`src/rtl/ddr_pi_match_cfg_seq.sv`:
```
// ddr_pi_match_cfg_seq: steps the PI match cell config toward a target without glitching GEAR while enabled
module ddr_pi_match_cfg_seq #(
  parameter int PWIDTH = 9,
  parameter int SETTLE_W = 4,
  parameter logic [PWIDTH-1:0] RESET_CFG = '0
) (
  input  logic                i_clk,
  input  logic                i_rst,
  input  logic                i_req,
  input  logic [PWIDTH-1:0]   i_cfg,
  input  logic [SETTLE_W-1:0] i_settle_cyc,
  output logic [PWIDTH-1:0]   o_pi_cfg,
  output logic                o_busy,
  output logic                o_ack
);
  typedef enum logic [2:0] {IDLE, CHK, DIS, GEAR, STEP, ENA, DONE} state_t;
  state_t state, state_d, rule;
  logic [PWIDTH-1:0] tgt, cfg_d;
  logic [SETTLE_W-1:0] s, cnt;
  logic dec, gear_ne;
  always_comb begin
    gear_ne = o_pi_cfg[4:1] != tgt[4:1];
    dec = state == CHK || (state inside {DIS, GEAR, STEP, ENA} && cnt == '0);
    rule = (o_pi_cfg[0] && (gear_ne || !tgt[0])) ? DIS :
           gear_ne ? GEAR :
           o_pi_cfg[8:5] != tgt[8:5] ? STEP :
           (tgt[0] && !o_pi_cfg[0]) ? ENA : DONE;
    state_d = state == IDLE ? (i_req ? CHK : IDLE) :
              state == DONE ? IDLE :
              dec ? rule : state;
    cfg_d = o_pi_cfg;
    if (dec) begin
      if (rule == DIS) cfg_d[0] = 1'b0;
      if (rule == GEAR) cfg_d[4:1] = tgt[4:1];
      if (rule == STEP) cfg_d[8:5] = o_pi_cfg[8:5] < tgt[8:5] ? o_pi_cfg[8:5] + 4'd1 : o_pi_cfg[8:5] - 4'd1;
      if (rule == ENA) cfg_d[0] = 1'b1;
      // Fields already match here; this also carries any bits beyond the field map
      if (rule == DONE) cfg_d = tgt;
    end
  end
  always_ff @(posedge i_clk) begin
    if (i_rst) begin
      state <= IDLE;
      o_pi_cfg <= RESET_CFG;
      tgt <= '0;
      s <= '0;
      cnt <= '0;
    end else begin
      state <= state_d;
      o_pi_cfg <= cfg_d;
      if (state == IDLE && i_req) begin
        tgt <= i_cfg;
        s <= i_settle_cyc;
      end
      if (dec) cnt <= s;
      else if (cnt != '0) cnt <= cnt - SETTLE_W'(1);
    end
  end
  assign o_busy = state != IDLE;
  assign o_ack = state == DONE;
endmodule

```
`config.mk`:
```
export PLATFORM = sky130hd
export DESIGN_NAME = ddr_pi_match_cfg_seq
export DESIGN_NICKNAME = d
export VERILOG_FILES = /design/src/rtl/ddr_pi_match_cfg_seq.sv
export SDC_FILE = /design/constraint.sdc
export NUM_CORES = 1
export LEC_CHECK = 0
export BUFFER_PORTS_ARGS = -buffer_cell sky130_fd_sc_hd__buf_2
export CAP_MARGIN = 5
export CORE_MARGIN = 2
export CORE_UTILIZATION = 39
export CTS_CLUSTER_SIZE = 8
export DETAILED_ROUTE_END_ITERATION = 8
export GPL_ROUTABILITY_DRIVEN = 0
export PLACE_DENSITY = 0.71
export REMOVE_ABC_BUFFERS = 1
export SYNTH_ARGS = -nofsm -noshare
export SYNTH_HDL_FRONTEND = slang
export SYNTH_SLANG_ARGS = --single-unit
```
`constraint.sdc`:
```
create_clock -name i_clk -period 3.5 [get_ports i_clk]
set_input_delay 0.7 -clock i_clk [delete_from_list [all_inputs] [get_ports i_clk]]
set_output_delay 0.7 -clock i_clk [all_outputs]
set_load 0.03 [all_outputs]
```
---- After elaboration in Yosys (flattened, before gate mapping) ----
Index checks and enable logic that the tools add are counted.
storage, ports and cells
  register bits ........................... 29
  bits of input ports ..................... 16
  output and inout bits ................... 11
  word-level logic and storage cells ...... 61
operators by class
  add/sub/neg operators ................... 3
  magnitude comparators ................... 1
  equality and inequality tests ........... 13
  multiplexer cells ....................... 16
  reductions and logical operators ........ 21
operator list
  cell                                                                   number
  4-bit two-way mux                                                      5
  3-bit equality test, second input constant                             6
  3-bit two-way mux                                                      5
  3-bit by 2-bit equality test with 1-bit output, second input constant  4
  9-bit two-way mux                                                      1
  3-bit nonzero test                                                     3
  4-bit inequality test                                                  2
  4-bit nonzero test                                                     2
  4-bit by 1-bit subtractor with 4-bit output, second input constant     2
  2-bit AND reduction                                                    3
  2-bit nonzero test                                                     3
  4-bit by 1-bit adder with 4-bit output, second input constant          1
  1-bit logical AND                                                      4
  4-bit zero test                                                        1
  4-bit < comparator                                                     1
  2-bit two-way mux                                                      2
  3-bit by 1-bit equality test with 1-bit output, second input constant  1
  3-bit zero test                                                        1
  1-bit two-way mux                                                      3
  1-bit zero test                                                        2
  1-bit logical OR                                                       2

---- Depth between registers and ports, before layout ----
  depth after elaboration ................. 10
  depth in mapped cells ................... 11

---- Worst setup path before layout ----
Ideal clock, no wire load.
  path type ............................... register to register
  start point ............................. register o_pi_cfg[5]
  end point ............................... register o_pi_cfg[8]
  library setup time ...................... 119 ps
  arrival ................................. 2,346 ps
  required time ........................... 3,381 ps
  path slack .............................. 1,035 ps
  cell stages (with the launch flop) ...... 12
  clock period less this slack ............ 2,465 ps
  cell sequence ........................... dfxtp_1 inv_1 ha_1 inv_1 a21oi_1 o21ai_0 ha_1 a21o_1 a21oi_1 xnor2_1 xnor2_1 o21bai_1
between the ends
  longest elaborated chain between the ends .. 7
  elaborated cells between the ends (all ways) .. 14
  those cells by class .................... add/sub (2); order compare (1); eq/ne (3); mux (6); reduce/logical (2)
ends and longest elaborated chain
  what                                           RTL line  text
  start, declared                                12        output logic [PWIDTH-1:0] o_pi_cfg,
  start signal, assigned                         50        o_pi_cfg <= cfg_d;
  4-bit inequality test                          26        o_pi_cfg[8:5] != tgt[8:5] ? STEP :
  2-bit two-way mux                              26
  3-bit two-way mux                              25        gear_ne ? GEAR :
  3-bit two-way mux                              24        rule = (o_pi_cfg[0] && (gear_ne || !tgt[0])) ? DIS :
  3-bit equality test, on equally long branches  35, 38
  2-bit nonzero test (no line)                   --
  2-bit AND reduction (no line)                  --
Several ways; a longest one is shown, not always the timed one. The select of a mux whose other input is x is not followed.
A chain may end at the register's enable or synchronous reset.

---- Final worst setup path ----
Ends and elaborated chain as after synthesis.

==> metrics.md <==
| Metric | Value |
|---|---|
| Status | completed |
| Final worst path period share | 0.7190 |
| Mapped Cells | 202 |
| Layout area overhead | 12.64% |
| FF/Latch Area | 580.6 µm² |
| DRC viols | 0 |
| EDFF count, synth | 0 |
| Final Cell Area | 0.001896 mm² |
| Setup crit start kind | flop |
| Pin count of the biggest net entering global routing | 27 |
| Hold Buf Count CTS | 0 |
| Inst Count DP | 266 |
| Core Util, Final | 0.4639 |
| Gr ovfl total | 0 |
| Initial Util | 0.4118 |
| Clock Skews | 0.002984 ns |
| Ys flop type | dfxtp_1 |
| FILL cells | 427 |
| Pre-CTS setup slack | 1.052 ns |
| Row count | 23 |
| Total CTS buffers | 5 |
| First-pass GRT wire length | 5871 µm |
| Layout cells sized above 1 | 0.1964 |
| Root Driver | clkbuf_8 |
| Fmax | 397.4 MHz |
| Slew headroom | 0.5995 |
| Core area | 0.004086 mm² |
| Post-DRT Antenna Nets | 0 |
| Worst slew pin tran | 0.5945 ns |
| Dpl hpwl | 2315 µm |
| Initial antenna violation count | 0 |
| P_leak | 0.8201 nW |
| # nets final | 248 |
| Crit end category | flop |
| Worst hold slack | 0.4534 ns |
| Data required time at the worst endpoint | 3.67 ns |
| Die height | 69.69 µm |
| Hold Violations, Final | 0 |
| Worst VDD drop | 0.0003420 V |
| Max-Cap Viols | 0 |
| Register area share after synthesis | 0.3450 |
| Mapped cell area | 0.001683 mm² |
| CP Class | flop to flop |
| DR pass1 iterations | 4 |
| Synthesis warning total | 0 |
| Total wire length | 3270 µm |
| Vias in the first global route | 1299 |
| Full die area | 0.004857 mm² |
| Overall Power | 1.949 mW |
| Placed Area | 0.001813 mm² |
| Non-filler instance count after layout | 274 |
| Antenna Cells | 0 |
| WP data arrival | 2.68 ns |
| Clock Path Buffers | 2 |
| Post-CTS setup repair buffer count | 0 |
| Gr usage total | 0.1511 |
| Clk_lat worst skew | 0.28 ns |
| H-tree levels | 2 |
| Port Buf Inserts | 26 |
| RSZ-0062 raised after global routing | no |
| Clock Pin Slew Worst Setup and Hold Paths | 0.06 ns |
| Final Critical Period | 2.516 ns |
| CP max FO | 5 |
| Syn Area/Cell | 8.331 µm² |
| Distinct cells, synth | 45 |
| Per-cell routed wire length | 11.93 µm |
| PD cells | 1028 mW/mm² |
| 1st-iter DRT viols | 96 |
| Vias | 1372 |
| Sink Count | 29 |
| IO Count | 27 |
| DR vias/cell | 5.007 |
| Final setup margin | 0.9836 ns |
| Die W | 69.69 µm |
| Flop and latch count out of synthesis | 29 |
| Setup TNS | 0 ns |
| Final setup violation count | 0 |
| FFs w/ async S/R, synth | 0 |
| TritonCTS clock tree | built |
| # resized after CTS | 0 |
| Final Slew Violations | 0 |
| Area taken by multi-input logic gates | 994.7 µm² |
| Tightest Hold Check Type | flop to flop |
## layer usage
layer,share of wire,vias to the layer above,global-route usage
met5,0,-,0
met4,0.012,0,0.06410
met3,0.048,3,0.04215
met2,0.46,31,0.2425
met1,0.48,614,0.1902
li1,-,724,-
## layout make-up
type,instances,area share
Sequential cell,29,0.3063
Multi-Input combinational cell,150,0.5248
Clock buffer,6,0.03828
Clock inverter,2,0.005281
Timing Repair Buffer,27,0.07261
Inverter,10,0.01980
Tap cell,50,0.03300
## placed cells by master (no fill, tap or decap), types with 2 or more instances in the layout
master,n
nand2_1,45
dfxtp_1,29
buf_2,26
a21oi_1,22
mux2i_1,9
nor2_1,9
inv_1,8
ha_1,8
xnor2_1,6
clkbuf_8,5
nor3_1,4
xor2_1,4
nand2b_1,4
nand3_1,4
a211oi_1,3
o21ai_0,2
inv_2,2
a21o_1,2
nor3b_2,2
a21oi_4,2
a31oi_1,2
clkinv_2,2
## worst max-delay path, cell delays in order, from the launching register on
cell and delay (ns):
dfxtp_1 0.43, inv_1 0.09, ha_1 0.20, inv_1 0.05
a21oi_1 0.05, o21ai_0 0.49, ha_1 0.35, a21o_1 0.18
a21oi_1 0.17, xnor2_1 0.16, xnor2_1 0.15, o21bai_1 0.09
## final timing paths
check / slack (ns) / cells after the start / startpoint / end
worst max-delay path: 0.98 / 11 / o_pi_cfg[5] / o_pi_cfg[8]
worst min-delay path: 0.45 / 2 / s[1] / s[1]
worst max register to register: 0.98 / 11 / o_pi_cfg[5] / o_pi_cfg[8]
worst min register to register: 0.45 / 2 / s[1] / s[1]
## cells in the mapped netlist (all sizes together) (4+ instances only)
cell type,number,area (µm²)
nand2,45,168.9
dfxtp,29,580.6
a21oi,24,142.6
inv,10,37.54
mux2i,9,90.09
nor2,9,33.78
clkbuf,8,30.03
ha,8,100.1
xnor2,6,52.55
buf,5,40.04
xor2,5,62.56
nand2b,4,25.02
nand3,4,20.02
nor3,4,20.02
## flip-flops by register name, summed over array words and instances (netlist names)
name	flops
tgt	9
o_pi_cfg	9
cnt	4
state	3
s	4
## logic make-up after synthesis
kind of cell    Yosys count  share of synthesized area
simple gates             81                     0.2431
compound gates           39                     0.1487
flops                    29                     0.3450
buf+inv                  23                    0.06394
xor+xnor                 11                    0.06840
fa+ha+maj                10                    0.07733
mux                       9                    0.05353
## power breakdown
group,switching (mW),leakage (nW),internal [mW]
combinational,0.663,0.538,0.479
clock,0.126,0.0450,0.137
sequential,0.122,0.237,0.422
(Power assumes the default switching activity.)
